===== config.mk =====
export PLATFORM = sky130hd
export DESIGN_NAME = seq_multiplier
export DESIGN_NICKNAME = d
export VERILOG_FILES = /design/src/rtl/seq_multiplier.sv
export SDC_FILE = /design/constraint.sdc
export NUM_CORES = 1
export LEC_CHECK = 0
export ABC_AREA = 1
export CORE_ASPECT_RATIO = 1.4
export CORE_UTILIZATION = 49
export DETAILED_ROUTE_END_ITERATION = 10
export GPL_TIMING_DRIVEN = 0
export PLACE_DENSITY = 0.72
export SYNTH_ARGS = -nofsm -noshare
export SYNTH_HDL_FRONTEND = slang
export SYNTH_SLANG_ARGS = --single-unit

===== constraint.sdc =====
create_clock -name clk -period 2.3 [get_ports clk]
set_input_delay 0.46 -clock clk [delete_from_list [all_inputs] [get_ports clk]]
set_output_delay 0.46 -clock clk [all_outputs]
set_load 0.01 [all_outputs]

===== src/rtl/seq_multiplier.sv =====
// seq_multiplier: shift-and-add multiplier with a start/done handshake.
// One partial product is accumulated per clock. The latency is fixed at
// WIDTH CALC cycles plus one DONE cycle.
// Optional macro SEQ_MULTIPLIER_SIGNED_EN treats a and b as two's complement.
// In that mode the operand magnitudes are multiplied and the sign is applied
// when DONE is entered.
module seq_multiplier #(
  parameter int WIDTH = 4,
  parameter int CNT_W = $clog2(WIDTH) + 1
) (
  input  logic               clk,
  input  logic               rst_n,
  input  logic               start,
  input  logic [WIDTH-1:0]   a,
  input  logic [WIDTH-1:0]   b,
  output logic               busy,
  output logic               done,
  output logic [2*WIDTH-1:0] product
);

  localparam int PW = 2 * WIDTH;

  typedef enum logic [1:0] {
    IDLE = 2'd0,
    CALC = 2'd1,
    DONE = 2'd2
  } state_t;

  state_t           state;
  state_t           state_nxt;
  logic [WIDTH-1:0] mcand;
  logic [WIDTH-1:0] mplier;
  logic [PW-1:0]    acc;
  logic [PW-1:0]    acc_nxt;
  logic [CNT_W-1:0] cnt;
  logic             accept;
  logic             last;

`ifdef SEQ_MULTIPLIER_SIGNED_EN
  logic sgn;

  // |v| for a two's complement operand. The most negative value maps onto
  // its unsigned magnitude, which still fits in WIDTH bits.
  function automatic logic [WIDTH-1:0] magnitude(input logic [WIDTH-1:0] v);
    return v[WIDTH-1] ? WIDTH'(~v + WIDTH'(1)) : v;
  endfunction

  // Re-apply the result sign to the unsigned magnitude product.
  function automatic logic [PW-1:0] apply_sign(input logic [PW-1:0] v,
                                               input logic          neg);
    return neg ? PW'(-v) : v;
  endfunction
`endif

  // A new operation may start from IDLE or in the DONE cycle (back-to-back).
  assign accept = start && ((state == IDLE) || (state == DONE));
  assign last   = (state == CALC) && (cnt == CNT_W'(WIDTH - 1));

  // Add this iteration's partial product when the current multiplier bit is set.
  always_comb begin
    acc_nxt = acc;
    if (mplier[0]) acc_nxt = acc + (PW'(mcand) << cnt);
  end

  // Next-state logic.
  always_comb begin
    state_nxt = state;
    case (state)
      IDLE:    if (start) state_nxt = CALC;
      CALC:    if (last) state_nxt = DONE;
      DONE:    state_nxt = start ? CALC : IDLE;
      default: state_nxt = IDLE;
    endcase
  end

  // State register. busy and done are registered decodes of the next state.
  always_ff @(posedge clk or negedge rst_n) begin
    if (!rst_n) begin
      state <= IDLE;
      busy  <= 1'b0;
      done  <= 1'b0;
    end else begin
      state <= state_nxt;
      busy  <= (state_nxt == CALC);
      done  <= (state_nxt == DONE);
    end
  end

  // Operand capture, iteration and result update.
  // product changes only when DONE is entered.
  always_ff @(posedge clk or negedge rst_n) begin
    if (!rst_n) begin
      mcand   <= '0;
      mplier  <= '0;
      acc     <= '0;
      cnt     <= '0;
      product <= '0;
`ifdef SEQ_MULTIPLIER_SIGNED_EN
      sgn     <= 1'b0;
`endif
    end else if (accept) begin
`ifdef SEQ_MULTIPLIER_SIGNED_EN
      mcand  <= magnitude(a);
      mplier <= magnitude(b);
      sgn    <= a[WIDTH-1] ^ b[WIDTH-1];
`else
      mcand  <= a;
      mplier <= b;
`endif
      acc    <= '0;
      cnt    <= '0;
    end else if (state == CALC) begin
      acc    <= acc_nxt;
      mplier <= mplier >> 1;
      cnt    <= cnt + CNT_W'(1);
      if (last) begin
`ifdef SEQ_MULTIPLIER_SIGNED_EN
        product <= apply_sign(acc_nxt, sgn);
`else
        product <= acc_nxt;
`endif
      end
    end
  end

endmodule

==> metrics.yaml, run 1 <==
run_status:
  status: "finished, final reports clean"
yosys:
  synth.avg_cell_area_sq_um: 7.92
  yosysTopAreaCellShare: 0.447
  ys_types: 28
  ys_seq_elements: 31
  yosys_warnings: 0
  yosys.area.top_type: "dfrtp_1"
  synth_area_sq_um: 1740
  synthCells: 219
  synthTopCellsByArea: "dfrtp_1 45%, nand2_1 18%, ha_1 6.5%"
  yosysSeqAreaShare: 0.447
  syn_nets: 240
detailed_routing:
  initialDrtViolationCount: 30
  viasPerCell: 5.20
  finalWirelength_mm: 3.60
  num_vias: 1486
  drc_errors: 0
  first_pass_iters: 4
  ant_nets: 0
  routedWlPerCell_um: 12.6
clock_tree:
  cts_max_path_buffers: 2
  cts_tree: "yes"
  clock_latency_ns: 0.29
  hold_buffers: 0
  cts_buffers: 5
  cts_setup_buffers: 0
  clk_pin_slew_ns: 0.07
  htree_levels: 2
  cts.sinks: 31
  cts_root_buf: "clkbuf_8"
place:
  place_ws_ns: 0.0744
  gp_congestion: 0.873
  port_buffers: 20
  dp_hpwl_mm: 2.62
  placed_cell_area_sq_um: 1980
final_layout:
  layout_common_cells: "79 x nand2_1, 28 x dfrtp_1, 22 x inv_1"
  stdcell_area_sq_um: 2080
  final_common_cell: "nand2_1"
  area_growth_pct: 20.0
  fin_nets: 267
  postLayoutCoreUtil: 0.617
  drive_gt1_frac: 0.126
  diodes: 0
sta:
  setup_viol: 0
  hold_viol: 0
  worst_slack_ns: 0.126
  rsz0062_at_grt: "yes"
  fmax_ghz: 0.460
  slew_headroom: 0.537
  layout_min_cycle_time_ns: 2.17
  tightestPinTransition_ns: 0.694
  period_share: 0.945
  drv_slew: 0
  clock-skew-final_ns: 0.00574
floorplanning:
  start_util: 0.514
  io-pin-count: 21
  dieArea_sq_um: 3790
  rows: 25
  core_sq_um: 3380
  die_w_um: 52.3
  die_height_um: 72.4
pwr:
  vdd_drop_max_mv: 0.888
  powerDensity_nw_per_um2: 1480
  leakage_nw: 1.08
global_route:
  grt_overflow_total: 0
  grt_pass1_wl_mm: 6.44
  track_usage: 0.236
  antenna_found_initial: 0
  grt_max_degree: 32
  grt_pass1_vias: 1473
setup_path:
  critPathRequiredTime_ns: 2.48
  worst_setup_path_end_kind: "flip-flop"
  worst-endpoint-arrival_ns: 2.35
  cp-start-kind: "flip-flop"
  critical_path_class: "reg -> reg"
  critPathMaxFanout: 6
flow_run:
  cap_violations: 0
min_path:
  worstHoldPathType: "in -> async"
Yosys cell counts (all sizes together):
cell and number:
and2 1, nor2 10, nand3b 1, o21bai 1
a21oi 3, o221ai 4, a22oi 1, o22ai 4
dfrtp 31, or2 3, fa 1, o21ai 20
inv 26, xor2 1, nand4 1, nand3 15
ha 9, nand2 84, buf 3
stage by stage:
step	hold slack [ns]	setup TNS (ns)	total power, W	instances
floorplan	0.164	0	0.00213	219
global placement	0.463	0	0.00259	279
detailed placement	0.465	0	0.00261	279
CTS	0.243	0	0.00307	286
global route	0.283	-0.0509	0.00342	286
finish	0.206	0	0.00309	286
power by group:
group	switching, W	internal (W)
registers	0.000172	0.000792
clock network	0.000204	0.000234
logic	0.00101	0.000680
total	0.00138	0.00171
cell type report:
cell class / instances / area (sq um)
timing repair buffer: 20 / 195
sequential: 31 / 779
inverter: 26 / 100
clock buffer: 6 / 82.6
buffer: 3 / 27.5
multi-input combinational: 159 / 843
fill: 305 / 1290
clock inverter: 1 / 5.00
tap: 40 / 50.0
registers in the layout, indices dropped and copies added, names as in the netlist:
register,count
acc,8
product,8
mcand,4
mplier,4
cnt,3
state,2
busy,1
done,1
worst max-delay path, stage by stage, from the launching register on:
cell and delay [ns]:
dfrtp_2 0.45, inv_4 0.09, nand2_1 0.09, nand2_1 0.08, o21ai_2 0.06, nor2_1 0.15
ha_1 0.28, or2_1 0.25, nand3_1 0.13, nand2_1 0.08, nand2_2 0.08, nand3_1 0.07
nand2_1 0.06, nand2_1 0.08, nand2_1 0.06, nand2_1 0.05
worst paths after layout:
check	startpoint	slack, ns	to	cells past startpoint
min in group clk	product[6]	0.48	product[6]	2
worst max-delay path	cnt[0]	0.13	product[7]	15
worst min-delay path	rst_n	0.21	cnt[1]	1
worst max register to register	cnt[0]	0.13	product[7]	15
max in group asynchronous	rst_n	1.61	cnt[2]	1
worst min register to register	product[6]	0.48	product[6]	2
routing by layer:
metal	GRT usage	share of wire	vias up
met5	0	0	-
met4	0.129	0.029	0
met3	0.0650	0.031	9
met2	0.360	0.49	25
met1	0.298	0.45	688
li1	-	-	764
what timing repair did:
action | CTS | global route
setup endpoints to repair | 0 | 10
endpoints found under the hold margin | 0 | 0
resized for setup | 0 | 10
cell families (layout without fill, tap and decap cells):
family | after synthesis | after routing | synth area share
AO/OA/AOI/OAI | 33 | 33 | 0.112
XOR/XNOR | 1 | 1 | 0.00505
adder cells (fa/ha/maj) | 10 | 10 | 0.0764
buffers and inverters | 29 | 56 | 0.0721
flip-flops | 31 | 31 | 0.447
AND/OR/NAND/NOR | 115 | 115 | 0.288
(Power assumes the default switching activity.)
==> inputs of run 2 (changes only) <==
--- a/config.mk
+++ b/config.mk
@@ -14,3 +14,4 @@
 export SYNTH_ARGS = -nofsm -noshare
 export SYNTH_HDL_FRONTEND = slang
 export SYNTH_SLANG_ARGS = --single-unit
+export TNS_END_PERCENT = 1
==> run 2 against run 1 <==
Cell count did not move. Core utilization fell by 0.074 points. Combinational power barely moved. Largest power group unchanged.
==> metrics.yaml, run 2 (same netlist as run 1, synthesis figures left out) <==
detailed_routing:
  routedWlPerCell_um: 12.6  # +0.14%
  finalWirelength_mm: 3.60  # +0.14%
  ant_nets: 0  # unchanged
  first_pass_iters: 4  # unchanged
  num_vias: 1488  # +0.13%
  initialDrtViolationCount: 30  # unchanged
  viasPerCell: 5.20  # +0.13%
  drc_errors: 0  # unchanged
setup_path:
  critPathRequiredTime_ns: 2.48  # about the same
  worst_setup_path_end_kind: "flip-flop"
  critical_path_class: "reg -> reg"
  worst-endpoint-arrival_ns: 2.36  # about the same
  cp-start-kind: "flip-flop"
  critPathMaxFanout: 6  # unchanged
  cpPeakStageDelay_ns: 0.45  # about the same
  slowest_stage: "dfrtp_2"
  path_common_cell: "nand2_1"
  path_cells: "inv_4 > nand2_1 > nand2_1 > o21ai_2 > nor2_1 > ha_1 > or2_1 > nand3_1 > nand2_1 > nand2_2 > nand3_1 > nand2_1 > nand2_1 > nand2_1 > nand2_1"
sta:
  clock-skew-final_ns: 0.00584  # +0.000103 ns
  setup_viol: 0  # unchanged
  finalSetupTns_ns: 0  # unchanged
  hold_ws_ns: 0.205  # -0.000603 ns
  rsz0062_at_grt: "yes"
  period_share: 0.946  # about the same
  hold_viol: 0  # unchanged
  drv_slew: 0  # unchanged
  layout_min_cycle_time_ns: 2.18  # +0.000717 ns
  tightestPinTransition_ns: 0.692  # -0.00183 ns
  slew_headroom: 0.538  # +0.00122
  fmax_ghz: 0.460  # about the same
flow_run:
  cap_violations: 0  # unchanged
final_layout:
  fin_nets: 267  # unchanged
  fillers: 306  # +0.33%
  diodes: 0  # unchanged
  final_common_cell: "nand2_1"
  top_regs: "acc: 8 flops, product: 8 flops"
  postLayoutCoreUtil: 0.616  # -0.000741
  drive_gt1_frac: 0.122  # -0.00407
  area_growth_pct: 19.9
  multi_input_area_sq_um: 841  # -0.30%
  layout_common_cells: "80 x nand2_1, 28 x dfrtp_1, 22 x inv_1"
  layout.cells.non_filler: 286  # unchanged
  ff_latch_area_sq_um: 779  # unchanged
pwr:
  p_seq_frac: 0.313  # about the same
  leakage_nw: 1.08  # about the same
  vdd_drop_max_mv: 0.890  # +0.23%
  powerDensity_nw_per_um2: 1480  # about the same
  pwr-share-clk: 0.142  # about the same
  p_sw_frac: 0.447  # about the same
  p_int_w: 0.00171  # -0.13%
  p_sw_w: 0.00138  # -0.15%
  pwr-share-comb: 0.545  # about the same
  power_w: 0.00309  # -0.14%
clock_tree:
  clk_pin_slew_ns: 0.07  # about the same
  cts_root_buf: "clkbuf_8"
  htree_levels: 2  # unchanged
  cts.sinks: 31  # unchanged
  clock_latency_ns: 0.29  # about the same
  cts_buffers: 5  # unchanged
  cts_max_path_buffers: 2  # unchanged
  hold_buffers: 0  # unchanged
  cts_tree: "yes"
run_status:
  status: "finished, final reports clean"
global_route:
  grt_overflow_total: 0  # unchanged
  grt_max_degree: 32  # unchanged
  track_usage: 0.236  # unchanged
  grt_pass1_vias: 1473  # unchanged
  grt_pass1_wl_mm: 6.44  # unchanged
  antenna_found_initial: 0  # unchanged
floorplanning:
  core_sq_um: 3380  # unchanged
  io-pin-count: 21  # unchanged
  die_height_um: 72.4  # unchanged
  rows: 25  # unchanged
  die_w_um: 52.3  # unchanged
  start_util: 0.514  # unchanged
  dieArea_sq_um: 3790  # unchanged
place:
  gp_congestion: 0.873  # unchanged
  dp_hpwl_mm: 2.62  # unchanged
  dp_cells: 279  # unchanged
  port_buffers: 20  # unchanged
min_path:
  worstHoldPathType: "in -> async"
[run 2: cell counts in the layout (fill, tap and decap cells not counted)]
No cell type changed its count.
[run 2: timing repair]
item                                    CTS  global route
endpoints found under the setup margin    0            10
resized for setup                         0             9
buffers inserted                          0             0
[run 2: layout make-up]
cell class | instances | share of cell area
clock buffers | 6 | 0.0397
flip-flops and latches | 31 | 0.375
repair buffers | 20 | 0.0938
multi-input cells | 159 | 0.404
plain buffers | 3 | 0.0132
inverters | 26 | 0.0481
well taps | 40 | 0.0241
clock inverters | 1 | 0.00241
[run 2: metrics by stage]
| step | worst slack (ns) | area (sq um) |
|---|---|---|
| finish | 0.125 | 2080 |
| floorplan | 0.329 | 1740 |
| global route | -0.0294 | 2080 |
| detailed placement | 0.0744 | 1980 |
| CTS | 0.0508 | 2070 |
| global placement | 0.102 | 1990 |
[run 2: per-layer routing]
metal,part of all wire,up-vias,track usage
met5,0,-,0
met4,0.029,0,0.129
met3,0.031,9,0.0650
met2,0.50,25,0.360
met1,0.44,689,0.298
li1,-,765,-
[run 2: worst paths after layout]
check | depth (start not counted) | endpoint | startpoint | slack (ns)
max | 15 | product[7] | cnt[0] | 0.12
min | 1 | cnt[1] | rst_n | 0.21
max reg2reg | 15 | product[7] | cnt[0] | 0.12
min reg2reg | 2 | product[6] | product[6] | 0.48
max in group asynchronous | 1 | cnt[2] | rst_n | 1.61
min in group clk | 2 | product[6] | product[6] | 0.48
[run 2: power by group through the flow]
stage | sequential [W] | clock [W] | combinational [W]
after floorplan | 0.000967 | 0 | 0.00116
after global placement | 0.000961 | 0 | 0.00163
after detailed placement | 0.000961 | 0 | 0.00165
after CTS | 0.000953 | 0.000449 | 0.00167
after global routing | 0.00100 | 0.000472 | 0.00194
final | 0.000965 | 0.000438 | 0.00168
[run 2: critical path: cells and delay by family (launching register included)]
kind	cells	cell delay, ns
adder cells (fa/ha/maj)	1	0.28
AO/OA/AOI/OAI	1	0.06
buffers and inverters	1	0.09
flip-flops	1	0.45
AND/OR/NAND/NOR	12	1.18
==> inputs of run 3 (changes only) <==
--- a/config.mk
+++ b/config.mk
@@ -11,6 +11,7 @@
 export DETAILED_ROUTE_END_ITERATION = 10
 export GPL_TIMING_DRIVEN = 0
 export PLACE_DENSITY = 0.72
+export SKIP_CTS_REPAIR_TIMING = 1
 export SYNTH_ARGS = -nofsm -noshare
 export SYNTH_HDL_FRONTEND = slang
 export SYNTH_SLANG_ARGS = --single-unit
==> constraint.sdc (replaced) <==
create_clock -name clk -period 2.15 [get_ports clk]
set_input_delay 0.43 -clock clk [delete_from_list [all_inputs] [get_ports clk]]
set_output_delay 0.43 -clock clk [all_outputs]
set_load 0.01 [all_outputs]
==> run 3 against run 2 <==
Routed wire length grew 8.9%. Critical endpoint is now acc[5]. Worst setup slack got worse by 0.094 ns. Cell area is 6.6% higher. Largest power group unchanged.
==> metrics.yaml, run 3 (same netlist as run 1, synthesis figures left out) <==
final_layout:
  layout_common_cells: "74 x nand2_1, 28 x dfrtp_1, 22 x inv_1"
  diodes: 0  # unchanged
  stdcell_area_sq_um: 2220  # +6.6%
  final_common_cell: "nand2_1"
  area_growth_pct: 27.8
  fin_nets: 274  # +2.6%
  drive_gt1_frac: 0.221  # +0.0994
  top_regs: "acc: 8 flops, product: 8 flops"
  postLayoutCoreUtil: 0.656  # +0.0404
floorplanning:
  die_height_um: 72.4  # unchanged
  die_w_um: 52.3  # unchanged
  io-pin-count: 21  # unchanged
  start_util: 0.514  # unchanged
  dieArea_sq_um: 3790  # unchanged
  core_sq_um: 3380  # unchanged
  rows: 25  # unchanged
detailed_routing:
  drc_errors: 0  # unchanged
  finalWirelength_mm: 3.92  # +8.9%
  viasPerCell: 5.30  # +1.9%
  initialDrtViolationCount: 51  # +70%
  routedWlPerCell_um: 13.4  # +6.3%
  first_pass_iters: 4  # unchanged
  num_vias: 1554  # +4.4%
  ant_nets: 0  # unchanged
setup_path:
  critPathMaxFanout: 6  # unchanged
  rr_startpoint: "cnt[0]"
  cpPeakStageDelay_ns: 0.43  # -0.02 ns
  path_cells: "inv_4 > nand2_2 > nand2_2 > o21ai_2 > nor2_1 > ha_1 > or2_1 > nand2_2 > nor2_4 > nor2_2 > nand2_1 > nand3_2 > nand3_2 > o21ai_1"
  path_common_cell: "nand2_2"
  cp_num_buf_inv: 1  # unchanged
  r2r-end: "acc[5]"
  worst_setup_path_end_kind: "flip-flop"
  crit_family: "simple AND/OR/NAND/NOR gates"
  critical_path_class: "reg -> reg"
  worst-endpoint-arrival_ns: 2.33  # -0.03 ns
  r2r_slack_ns: 0.03  # -0.09 ns
  cp-start-kind: "flip-flop"
  slowest_stage: "dfrtp_2"
  critPathRequiredTime_ns: 2.36  # -0.12 ns
  r2r_cells: 14  # -1
pwr:
  pwr-share-comb: 0.591  # +0.046
  vdd_drop_max_mv: 0.986  # +11%
  p_sw_frac: 0.451  # +0.00343
  pwr-share-clk: 0.128  # -0.014
  p_int_w: 0.00202  # +19%
  leakage_nw: 1.12  # +3.7%
  power_w: 0.00368  # +19%
  p_seq_frac: 0.280  # -0.033
  p_sw_w: 0.00166  # +20%
  powerDensity_nw_per_um2: 1660  # +12%
global_route:
  grt_pass1_wl_mm: 6.44  # unchanged
  grt_max_degree: 32  # unchanged
  grt_pass1_vias: 1473  # unchanged
  use_met3: 0.0650  # unchanged
  grt_use_met2: 0.360  # unchanged
  antenna_found_initial: 0  # unchanged
  gr-max-usage-layer: "met2"
  grt_overflow_total: 0  # unchanged
  track_usage: 0.236  # unchanged
  grt.met1_usage: 0.298  # unchanged
sta:
  period_share: 0.985  # +0.0398
  finalSetupTns_ns: 0  # unchanged
  drv_slew: 0  # unchanged
  slew_headroom: 0.534  # -0.00465
  fmax_ghz: 0.472  # +2.7%
  hold_viol: 0  # unchanged
  tightestPinTransition_ns: 0.699  # +0.00698 ns
  layout_min_cycle_time_ns: 2.12  # -0.0564 ns
  clock-skew-final_ns: 0.00655  # +0.000715 ns
  rsz0062_at_grt: "yes"
  setup_viol: 0  # unchanged
place:
  placed_cell_area_sq_um: 1980  # unchanged
  gp_congestion: 0.873  # unchanged
  port_buffers: 20  # unchanged
  dp_hpwl_mm: 2.62  # unchanged
clock_tree:
  cts_max_path_buffers: 2  # unchanged
  htree_levels: 2  # unchanged
  cts_buffers: 5  # unchanged
  clock_latency_ns: 0.29  # about the same
  cts_root_buf: "clkbuf_8"
  cts_tree: "yes"
  clk_pin_slew_ns: 0.07  # about the same
  cts.sinks: 31  # unchanged
flow_run:
  cap_violations: 0  # unchanged
min_path:
  worstHoldPathType: "in -> async"
run_status:
  status: "finished, final reports clean"
run 3: cell count changes in the layout (fill, tap and decap cells not counted), sizes merged:
cell,previous run,this run
buf,4,11
run 3: layout make-up:
cell class | instances | area, sq um
buffer | 3 | 27.5
clock buffer | 6 | 82.6
clock inverter | 1 | 5.00
fill | 276 | 1160
inverter | 26 | 103
multi-input combinational | 159 | 922
sequential | 31 | 779
tap | 40 | 50.0
timing repair buffer | 27 | 248
run 3: power by group through the flow:
stage	Sequential (W)	Combinational (W)	Clock, W
5_1_grt	0.00107	0.00244	0.000505
3_3_place_gp	0.00103	0.00174	0
4_1_cts	0.00102	0.00178	0.000481
6_report	0.00103	0.00218	0.000473
3_5_place_dp	0.00103	0.00177	0
2_1_floorplan	0.00103	0.00125	0
run 3: worst max path at each step:
stage,from,endpoint,cells past startpoint
final,cnt[0],acc[5],14
after global routing,cnt[0],acc[5],14
after CTS,cnt[0],product[7],15
after floorplan,cnt[0],product[7],16
after detailed placement,cnt[0],acc[7],16
after global placement,cnt[0],product[7],16
run 3: routing by layer:
metal	vias up	routed length, um
met5	-	0
met4	0	113
met3	9	106
met2	31	1990
met1	735	1710
li1	779	-
run 3: metrics by stage:
| step | std cells | worst slack, ns | hold WS (ns) |
|---|---|---|---|
| floorplan | 219 | 0.179 | 0.134 |
| global placement | 279 | -0.0475 | 0.463 |
| detailed placement | 279 | -0.0756 | 0.465 |
| CTS | 286 | -0.0992 | 0.213 |
| global route | 293 | -0.0922 | 0.253 |
| finish | 293 | 0.0314 | 0.178 |
==> edit, RTL diff (config.mk and constraints of run 1) <==
Register the input `start` before use, cleared by the reset. The logic sees it one clock later. The other inputs are not delayed to match. Comments in the files are not updated.
--- a/src/rtl/seq_multiplier.sv
+++ b/src/rtl/seq_multiplier.sv
@@ -27,4 +27,14 @@
   } state_t;
 
+  logic start_q;
+
+  always_ff @(posedge clk or negedge rst_n) begin
+    if (!rst_n) begin
+      start_q <= '0;
+    end else begin
+      start_q <= start;
+    end
+  end
+
   state_t           state;
   state_t           state_nxt;
@@ -54,5 +64,5 @@
 
   // A new operation may start from IDLE or in the DONE cycle (back-to-back).
-  assign accept = start && ((state == IDLE) || (state == DONE));
+  assign accept = start_q && ((state == IDLE) || (state == DONE));
   assign last   = (state == CALC) && (cnt == CNT_W'(WIDTH - 1));
 
@@ -67,7 +77,7 @@
     state_nxt = state;
     case (state)
-      IDLE:    if (start) state_nxt = CALC;
+      IDLE:    if (start_q) state_nxt = CALC;
       CALC:    if (last) state_nxt = DONE;
-      DONE:    state_nxt = start ? CALC : IDLE;
+      DONE:    state_nxt = start_q ? CALC : IDLE;
       default: state_nxt = IDLE;
     endcase
Function: changed (Yosys sat finds a counterexample within 4 cycles, from zero or initial values and one cycle with rst_n low).
==> edit against run 1 <==
  * Design area is 7.4% higher
  * Synthesized cell count increased by 1.4%
  * Sequential cell count increased by 1
  * Synthesized area is 3.1% higher
  * Cell count up 4.5%
  * Count of clock-buffer cells in the layout rose by 1
  * Worst setup slack better by 0.011 ns
  * Total power grew 17%
  * Global-route usage decreased by 0.34 points
  * Routed wire length increased by 8.0%
  * Core utilization up 3.4 points
  * Largest cell class unchanged
  * Largest power group unchanged
==> edit: results (changes against run 1) <==
| Metric | Value |
|---|---|
| Max IR drop VDD | `919.0 µV (+3.5%)` |
| Compound-Gate Fraction of Synth Area | `11.96% (+0.78 points)` |
| Reg2reg path depth | `12 (-3)` |
| Hold WS | `0.2110 ns (+0.004899 ns)` |
| Post-synth EDFFs | `0 (unchanged)` |
| R2R Path End | `acc[6]$_DFFE_PN0P_` |
| Crit-path max cell delay | `0.45 ns (about the same)` |
| GR Util All Layers | `23.28% (-0.34 points)` |
| Post-Synth Adder-Cell Area | `8.112% (+0.47 points)` |
| Netlist cell types | `29 (+3.6%)` |
| Outcome | `completed` |
| Initial antenna violation count | `0 (unchanged)` |
| Vias in the first global route | `1,445 (-1.9%)` |
| Drt via density | `5.191 (about the same)` |
| First-pass GRT wire length | `6306 µm (-2.0%)` |
| DR pass1 iterations | `4 (unchanged)` |
| Routed len/inst | `12.99 µm (+3.3%)` |
| Syn nets | `244 (+1.7%)` |
| Setup Skew | `0.005772 ns (+0.00003562 ns)` |
| Initial DRC count | `54 (+80%)` |
| CTS Buf Count | `5 (unchanged)` |
| CP arrival | `2.40 ns (+0.05 ns)` |
| CTS max path bufs | `2 (unchanged)` |
| Async SR Flop Fraction | `100.0% (unchanged)` |
| Root buf cell | `clkbuf_8` |
| Mean Syn Cell Area | `8.060 µm² (+1.7%)` |
| Final Wtd Congestion | `0.9201 (+5.3%)` |
| Top cells by area, synth | `dfrtp_1 (45%), nand2_1 (16%), ha_1 (7.0%), o21ai_0 (6.2%), inv_1 (4.8%)` |
| Leak | `0.001138 µW (+5.6%)` |
| Max_slew headroom | `52.54% (-1.2 points)` |
| DP HPWL | `2696 µm (+3.0%)` |
| DR vias | `1,552 (+4.4%)` |
| Xor/xnor share of the synthesized area | `0.9790% (+0.47 points)` |
| Fraction of final layout cells sized beyond drive strength 1 | `18.92% (+6.3 points)` |
| Part of the Yosys area used for sequential elements | `44.76% (+0.054 points)` |
| Critical-path top delay cell | `dfrtp_2` |
| I/O Buffers | `20 (unchanged)` |
| Reg2Reg Setup Slack | `0.14 ns` |
| Largest net degree at the start of global routing | `33 (+3.1%)` |
| Top post-synthesis cells by count | `nand2_1 (76), dfrtp_1 (32), inv_1 (23)` |
| Prevailing post-synth register cell | `dfrtp_1` |
| Placed Cells | `282 (+1.1%)` |
| # diodes | `0 (unchanged)` |
[edit: worst register-to-register path: stages, from the launching register on]
cell	delay, ns
dfrtp_2	0.45
inv_4	0.10
nand2_2	0.10
nor2_2	0.14
ha_1	0.18
inv_1	0.06
fa_2	0.36
o21ai_2	0.19
nand2_1	0.09
a21o_1	0.16
nand3_1	0.12
nand3_1	0.10
nand2_1	0.07
[edit: worst max-delay path by stage]
stage	from	end	slack (ns)	cells past startpoint
after floorplan	cnt[2]$_DFFE_PN0P_	acc[6]$_DFFE_PN0P_	0.30	12
after global placement	cnt[2]$_DFFE_PN0P_	product[6]$_DFFE_PN0P_	-0.005	12
after detailed placement	cnt[2]$_DFFE_PN0P_	acc[6]$_DFFE_PN0P_	-0.02	12
after CTS	cnt[0]$_DFFE_PN0P_	acc[6]$_DFFE_PN0P_	0.008	12
after global routing	cnt[0]$_DFFE_PN0P_	acc[7]$_DFFE_PN0P_	-0.05	16
final	cnt[0]$_DFFE_PN0P_	acc[6]$_DFFE_PN0P_	0.14	12
[edit: where the power goes]
part	internal, µW	switching (µW)
registers	816	184
clock network	243	220
logic	943	1210
total	2000	1610
[edit: metal layers]
metal / track usage [%] / vias to the layer above / part of all wire (%)
met3: 5.590 / 6 / 3.4
li1: - / 786 / -
met5: 0 / - / 0
met4: 11.40 / 0 / 2.0
met1: 27.26 / 732 / 42
met2: 38.96 / 28 / 53
[edit: stage by stage]
stage / worst slack (ns) / power (µW) / instance area, µm² / util, %
finish: 0.1367 / 3615 / 2237 / 65.02
floorplan: 0.3045 / 2322 / 1789 / -
detailed placement: -0.01589 / 2845 / 2034 / 59.13
global route: -0.04676 / 3948 / 2237 / 65.02
global placement: -0.005221 / 2811 / 2039 / 59.27
CTS: 0.008233 / 3331 / 2128 / 61.85
[edit: logic make-up (layout without fill, tap and decap cells)]
family / count (synthesis) / after routing
adder cells (fa/ha/maj): 11 / 11
AO/OA/AOI/OAI: 37 / 37
AND/OR/NAND/NOR: 110 / 110
flip-flops: 32 / 32
XOR/XNOR: 2 / 2
buffers and inverters: 30 / 67
[edit: layout make-up]
| type | count | area, µm² |
|---|---|---|
| Fill cell | 308 | 1204 |
| Timing Repair Buffer | 29 | 262.8 |
| Sequential cell | 32 | 803.3 |
| Clock inverter | 1 | 7.507 |
| Multi-Input combinational cell | 160 | 895.9 |
| Tap cell | 40 | 50.05 |
| Buffer | 4 | 31.28 |
| Clock buffer | 7 | 86.33 |
| Inverter | 26 | 100.1 |
[edit: timing repair]
action	in CTS	in global routing
setup buffers	0	9
pin swaps	0	6
endpoints found under the setup margin	4	12
resized for setup	2	15
